[src/rtl/mdl_bdy_xbar.sv]
`default_nettype none
// ============================================================================
// Module   : mdl_bdy_xbar
// Purpose  : Job-level crossbar between one read stream, a bank of compute
//            engines and one write stream. A command selects one engine. The
//            engine is started, ingress beats pass straight through to it, and
//            its egress beats drain through a 2-entry skid FIFO. Completion
//            needs the engine done flag plus the final egress beat. A watchdog
//            aborts jobs that make no progress.
// Revision : 1.0 - initial release
// ----------------------------------------------------------------------------
// Ports
//   iSYS_CLK / iSYS_RST        clock, synchronous active-low reset
//   iCTL_CMD_VALID, iCTL_SEL   command strobe and target engine index
//   oCTL_BUSY/DONE/ERR         job status, done and error pulses
//   oCTL_INBEATS/OUTBEATS      beat counts of the current or last job
//   iRm_* / oRm_Tready         ingress stream from the read FIFO
//   oENG_START, iENG_DONE      per-engine start pulse and done indication
//   oEs_*, iEs_Tready          engine ingress (data and last are shared)
//   iEm_*, oEm_Tready          engine egress (data packed per engine)
//   oWs_*, iWs_Tready          egress stream to the write FIFO
// ============================================================================
module mdl_bdy_xbar #(
  parameter int PRM_DAXI = 64,
  parameter int PRM_NENG = 4,
  parameter int PRM_SELW = 2,
  parameter int PRM_TOUT = 1024
) (
  input  logic                         iSYS_CLK,
  input  logic                         iSYS_RST,
  input  logic                         iCTL_CMD_VALID,
  input  logic [PRM_SELW-1:0]          iCTL_SEL,
  output logic                         oCTL_BUSY,
  output logic                         oCTL_DONE,
  output logic                         oCTL_ERR,
  output logic [15:0]                  oCTL_INBEATS,
  output logic [15:0]                  oCTL_OUTBEATS,
  input  logic                         iRm_Tvalid,
  output logic                         oRm_Tready,
  input  logic [PRM_DAXI-1:0]          iRm_Tdata,
  input  logic                         iRm_Tlast,
  output logic [PRM_NENG-1:0]          oENG_START,
  input  logic [PRM_NENG-1:0]          iENG_DONE,
  output logic [PRM_NENG-1:0]          oEs_Tvalid,
  input  logic [PRM_NENG-1:0]          iEs_Tready,
  output logic [PRM_DAXI-1:0]          oEs_Tdata,
  output logic                         oEs_Tlast,
  input  logic [PRM_NENG-1:0]          iEm_Tvalid,
  output logic [PRM_NENG-1:0]          oEm_Tready,
  input  logic [PRM_NENG*PRM_DAXI-1:0] iEm_Tdata,
  input  logic [PRM_NENG-1:0]          iEm_Tlast,
  output logic                         oWs_Tvalid,
  input  logic                         iWs_Tready,
  output logic [PRM_DAXI-1:0]          oWs_Tdata,
  output logic                         oWs_Tlast
);

  localparam int                WDW    = $clog2(PRM_TOUT + 1);
  localparam logic [PRM_SELW:0] NENG_W = (PRM_SELW + 1)'(PRM_NENG);
  localparam logic [WDW-1:0]    WD_MAX = WDW'(PRM_TOUT - 1);

  typedef enum logic [1:0] {
    ST_IDLE  = 2'd0,
    ST_START = 2'd1,
    ST_RUN   = 2'd2,
    ST_DONE  = 2'd3
  } state_t;

  state_t                state, state_nxt;
  logic [PRM_SELW-1:0]   sel;
  logic [PRM_NENG-1:0]   sel_oh;
  logic                  in_last, out_last, eng_done, err_q;
  logic [15:0]           in_beats, out_beats;
  logic [WDW-1:0]        wd;
  logic [1:0]            cnt;
  logic                  wr_ptr, rd_ptr;
  logic [PRM_DAXI-1:0]   skid_data [2];
  logic [1:0]            skid_last;
  logic [PRM_DAXI-1:0]   em_data;
  logic                  em_last, em_vld, es_rdy, sel_done;
  logic                  run, cmd_ok, cmd_acc, cmd_bad;
  logic                  in_hs, em_rdy, push, pop, activity, wd_hit, job_end;

  // One-hot decode of the latched engine index; all per-engine muxing uses it
  // so the index width never has to match the engine vector width.
  for (genvar k = 0; k < PRM_NENG; k++) begin : g_eng
    assign sel_oh[k]     = (sel == PRM_SELW'(k));
    assign oENG_START[k] = (state == ST_START) & sel_oh[k];
    assign oEs_Tvalid[k] = run & sel_oh[k] & iRm_Tvalid & ~in_last;
    assign oEm_Tready[k] = em_rdy & sel_oh[k];
  end

  always_comb begin
    em_data = '0;
    for (int k = 0; k < PRM_NENG; k++) begin
      if (sel_oh[k]) em_data = iEm_Tdata[k*PRM_DAXI +: PRM_DAXI];
    end
  end

  assign em_last  = |(iEm_Tlast  & sel_oh);
  assign em_vld   = |(iEm_Tvalid & sel_oh);
  assign es_rdy   = |(iEs_Tready & sel_oh);
  assign sel_done = |(iENG_DONE  & sel_oh);

  assign run      = (state == ST_RUN);
  assign cmd_ok   = ({1'b0, iCTL_SEL} < NENG_W);
  assign cmd_acc  = (state == ST_IDLE) & iCTL_CMD_VALID & cmd_ok;
  assign cmd_bad  = (state == ST_IDLE) & iCTL_CMD_VALID & ~cmd_ok;

  // Ingress is a pure combinational pass-through once the job is running.
  assign oRm_Tready = run & es_rdy & ~in_last;
  assign oEs_Tdata  = iRm_Tdata;
  assign oEs_Tlast  = iRm_Tlast;
  assign in_hs      = oRm_Tready & iRm_Tvalid;

  // Egress skid: ready depends only on occupancy, so a full FIFO with a
  // stalled write side pushes back on the engine without losing a beat.
  assign em_rdy     = run & (cnt != 2'd2);
  assign push       = em_rdy & em_vld;
  assign oWs_Tvalid = (cnt != 2'd0);
  assign oWs_Tdata  = skid_data[rd_ptr];
  assign oWs_Tlast  = skid_last[rd_ptr] & oWs_Tvalid;
  assign pop        = oWs_Tvalid & iWs_Tready;

  assign activity = in_hs | push | pop | (run & sel_done);
  assign wd_hit   = run & ~activity & (wd == WD_MAX);
  // Flags are registered, so a done and last beat arriving together complete
  // the job one cycle later.
  assign job_end  = run & eng_done & out_last & (cnt == 2'd0);

  assign oCTL_BUSY     = (state != ST_IDLE);
  assign oCTL_DONE     = (state == ST_DONE);
  assign oCTL_ERR      = err_q;
  assign oCTL_INBEATS  = in_beats;
  assign oCTL_OUTBEATS = out_beats;

  always_ff @(posedge iSYS_CLK) begin
    if (!iSYS_RST) state <= ST_IDLE;
    else           state <= state_nxt;
  end

  always_comb begin
    state_nxt = state;
    case (state)
      ST_IDLE:  if (cmd_acc) state_nxt = ST_START;
      ST_START: state_nxt = ST_RUN;
      ST_RUN: begin
        if (job_end)     state_nxt = ST_DONE;
        else if (wd_hit) state_nxt = ST_IDLE;
      end
      ST_DONE:  state_nxt = ST_IDLE;
      default:  state_nxt = ST_IDLE;
    endcase
  end

  always_ff @(posedge iSYS_CLK) begin
    if (!iSYS_RST) begin
      sel       <= '0;
      in_last   <= 1'b0;
      out_last  <= 1'b0;
      eng_done  <= 1'b0;
      err_q     <= 1'b0;
      in_beats  <= '0;
      out_beats <= '0;
      wd        <= '0;
      cnt       <= '0;
      wr_ptr    <= 1'b0;
      rd_ptr    <= 1'b0;
    end else begin
      err_q <= cmd_bad | (wd_hit & ~job_end);
      if (cmd_acc) begin
        sel       <= iCTL_SEL;
        in_last   <= 1'b0;
        out_last  <= 1'b0;
        eng_done  <= 1'b0;
        in_beats  <= '0;
        out_beats <= '0;
      end else begin
        if (in_hs) begin
          if (iRm_Tlast) in_last <= 1'b1;
          if (in_beats != 16'hFFFF) in_beats <= in_beats + 16'd1;
        end
        if (pop) begin
          if (oWs_Tlast) out_last <= 1'b1;
          if (out_beats != 16'hFFFF) out_beats <= out_beats + 16'd1;
        end
        if (run & sel_done) eng_done <= 1'b1;
      end
      if (!run || activity) wd <= '0;
      else                  wd <= wd + WDW'(1);
      if (wd_hit) begin
        cnt    <= '0;
        wr_ptr <= 1'b0;
        rd_ptr <= 1'b0;
      end else begin
        if (push) wr_ptr <= ~wr_ptr;
        if (pop)  rd_ptr <= ~rd_ptr;
        case ({push, pop})
          2'b10:   cnt <= cnt + 2'd1;
          2'b01:   cnt <= cnt - 2'd1;
          default: cnt <= cnt;
        endcase
      end
    end
  end

  // Payload storage carries no reset; occupancy alone decides validity.
  always_ff @(posedge iSYS_CLK) begin
    if (push) begin
      skid_data[wr_ptr] <= em_data;
      skid_last[wr_ptr] <= em_last;
    end
  end

endmodule
`default_nettype wire

[config.mk]
export PLATFORM = sky130hd
export DESIGN_NAME = mdl_bdy_xbar
export DESIGN_NICKNAME = d
export VERILOG_FILES = /design/src/rtl/mdl_bdy_xbar.sv
export SDC_FILE = /design/constraint.sdc
export NUM_CORES = 1
export LEC_CHECK = 0
export CORE_AREA = 8 8 198 200
export DETAILED_ROUTE_END_ITERATION = 8
export DIE_AREA = 0 0 206 208
export HOLD_SLACK_MARGIN = 0.02
export PLACE_DENSITY_LB_ADDON = 0.2
export SLEW_MARGIN = 10
export SYNTH_ARGS = -nofsm -noshare
export SYNTH_HDL_FRONTEND = slang
export SYNTH_SLANG_ARGS = --single-unit
[constraint.sdc]
create_clock -name iSYS_CLK -period 4.5 [get_ports iSYS_CLK]
set_input_delay 1.125 -clock iSYS_CLK [delete_from_list [all_inputs] [get_ports iSYS_CLK]]
set_output_delay 1.125 -clock iSYS_CLK [all_outputs]
set_load 0.02 [all_outputs]
==> qor.txt <==
Hold Path Origin = eng_done
Root buffer cell = clkbuf_16
Tcrit/Tclk final = 91.5%
FF-to-FF path depth = 6
Min-delay worst type = reg -> reg
Post-synth top area share = 41.2%
Highest metal used = met4
CP max FO = 4
Most common cell after layout, fill and taps aside = clkdlybuf4s50_1
Slew @ Worst Pin = 0.955 ns
Post-synthesis cell count = 670
Post-synth top area cell = edfxtp_1
N_diodes = 0
Metal1 wirelength = 12,400 um
Layout area overhead = 47.7%
Routability congestion estimate = 0.730
Most frequent CP cell = clkdlybuf4s50_1
Worst R2R Setup Slack = 2.08 ns
Hold WS = 0.473 ns
Crit path largest cell delay = 0.63 ns
Main synth FF type = edfxtp_1
Fin. max-slew vios = 0
Syn. warnings = 0
DP Area = 0.0135 mm^2
Final min period = 4.12 ns
GRT overflow = 0
Vias = 6,716
Post-route cell area = 0.0140 mm^2
Area of the core = 0.0361 mm^2
Seq/Total Area, Yosys = 53.0%
Yosys cell types = 49
Worst EP required = 3.38 ns
GRT Util Overall = 14.0%
Net Count, Synth = 1,018
First-pass DRT Iterations = 4
RSZ-0062 raised after global routing = false
Setup crit start kind = input pin
Pwr Total = 4.18 mW
Max-slew headroom = 35.8%
Drt drc = 0
Die X-Extent = 206 um
Peak VDD IR = 0.243 mV
Most frequent cells in the layout = clkdlybuf4s50_1 (394), edfxtp_1 (130), nor2_1 (73), mux4_2 (68), mux2_2 (64)
Vias/cell = 4.56
Iteration-0 DRC count of the detailed router = 246
Endpoint, Worst Hold = eng_done
Post-DRT Antenna Nets = 0
Worst setup path category = in -> out
Setup Skew = 0.0114 ns
Num CTS Buffers = 17
First-pass GRT wire length = 45,700 um
Cell family with most CP delay = buffers and inverters
Layout net count = 1,341
Slowest stage cell, crit path = clkdlybuf4s50_1
# rows = 70
Die height = 208 um
Proportion of layout cells with a drive suffix above 1 = 18.7%
Post-synth EDFFs = 130
Die area = 0.0428 mm^2
Hold Violations, Final = 0
Met3 Wirelength = 2820 um
Hold path depth = 2
Max Freq = 243 MHz
Initial antenna violation count = 0
Mapped Area = 0.00949 mm^2
CTS tree = built
Number of buffers and inverters on the critical path = 2
Leakage power = 4.44 nW
Pin count of the biggest net entering global routing = 65
Per-cell routed wire length = 20.9 um
Area contributors post-synth = edfxtp_1 (41%), mux4_2 (16%), dfxtp_1 (12%)
Post-CTS sizing = 0
Vias in the first global route = 7,265
Postcts setup bufs = 0
FF-to-FF End = wd[4]
Hpwl dp = 23,800 um
WP data arrival = 2.99 ns
CTS clk-pin slew, worst paths = 0.07 ns
Mean Syn Cell Area = 14.2 um^2
Cts hold-fix bufs = 0
Max-cap violation count = 0
Final WL = 30,800 um
Seq cells post-synth = 186
IO Pins = 523
Met2 Wirelength = 15,200 um
PD cells = 298 mW/mm^2
Clk buf depth = 2
H-tree depth = 4
Setup Viol. Count Final = 0
Clk Latency, worst-skew pair = 0.43 ns
Outcome = finished, final reports clean
Port bufs = 394
Ys async rst share = 0%
Initial core utilization = 26.3%
CP Capture Type = output port
Clk sinks = 186
Launch point of the worst reg-to-reg path = sel[0]
Crit-path cells = clkdlybuf4s50_1, nor2b_1, nand2_1, nor3_1, clkdlybuf4s50_1
## layout make-up
class	count	area, um^2
fillers	3486	22100
clock buffers	19	433
repair buffers	402	4000
well taps	468	586
clock inverters	11	123
multi-input cells	374	3780
flip-flops and latches	186	5040
inverters	12	45.0
## worst register-to-register path: stages (launching register included)
cell and delay, ns:
dfxtp_4 0.39, buf_4 0.43, mux4_2 0.63, nand3_2 0.19
and3_2 0.27, nand3_2 0.24, nor2_1 0.20
## worst max-delay path by stage
stage / from / endpoint / slack [ns] / cells past startpoint
4_1_cts: iRm_Tvalid / oEs_Tvalid[0] / 0.34 / 5
3_5_place_dp: iRm_Tvalid / oEs_Tvalid[0] / 0.34 / 5
6_report: iRm_Tvalid / oEs_Tvalid[0] / 0.38 / 5
2_1_floorplan: iEm_Tvalid[1] / skid_data[0][0] / -0.20 / 3
5_1_grt: iRm_Tvalid / oEs_Tvalid[0] / 0.29 / 5
3_3_place_gp: iRm_Tvalid / oEs_Tvalid[0] / 0.36 / 5
## stage by stage
step	utilization [%]	instances	setup TNS [ns]	setup slack, ns
detailed placement	37.3	1442	0	0.344
global placement	37.3	1442	0	0.363
floorplan	-	670	-25.89	-0.199
CTS	38.8	1472	0	0.341
finish	38.8	1472	0	0.384
global route	38.8	1472	0	0.290
## synthesized netlist by cell type, types with 3 or more instances
master,instances
xnor2_1,35
and2_1,3
buf_6,3
inv_1,12
nor3_1,9
and4_1,3
clkbuf_1,19
mux4_2,68
a21oi_1,8
nand2b_1,4
nor4_1,7
mux2i_1,4
nand4_1,10
nor2_1,75
nand2_1,19
mux2_2,64
xor2_1,3
ha_1,4
buf_2,9
buf_4,66
edfxtp_1,130
dfxtp_1,56
nand3_1,15
a211oi_1,8
and3_1,5
## where the power goes
part | total [mW] | switching (mW) | internal, mW
clock network | 1.46 | 0.649 | 0.812
registers | 1.93 | 0.0458 | 1.89
logic | 0.784 | 0.300 | 0.484
## metal layers
metal	vias up	global-route usage, %
li1	3127	-
met1	3280	16.3
met2	287	24.1
met3	22	4.82
met4	0	3.72
met5	-	0
## sequential cells by signal (all words and copies together), names as in the netlist, named ones only
signal,count
sel,2
oCTL_INBEATS,16
wr_ptr,1
wd,11
skid_data,128
state,2
oCTL_OUTBEATS,16
in_last,1
eng_done,1
cnt,2
oCTL_ERR,1
skid_last,2
rd_ptr,1
out_last,1
## cell families (layout without fill, tap and decap cells)
group,Yosys count,in the layout,share of synthesized area [%]
multiplexers,136,136,24.2
flip-flops,186,186,53.0
AO/OA/AOI/OAI,29,29,2.32
buffers and inverters,110,444,7.32
AND/OR/NAND/NOR,167,167,9.18
adder cells (fa/ha/maj),4,4,0.528
XOR/XNOR,38,38,3.51
Power figures use the tool's default switching activity.
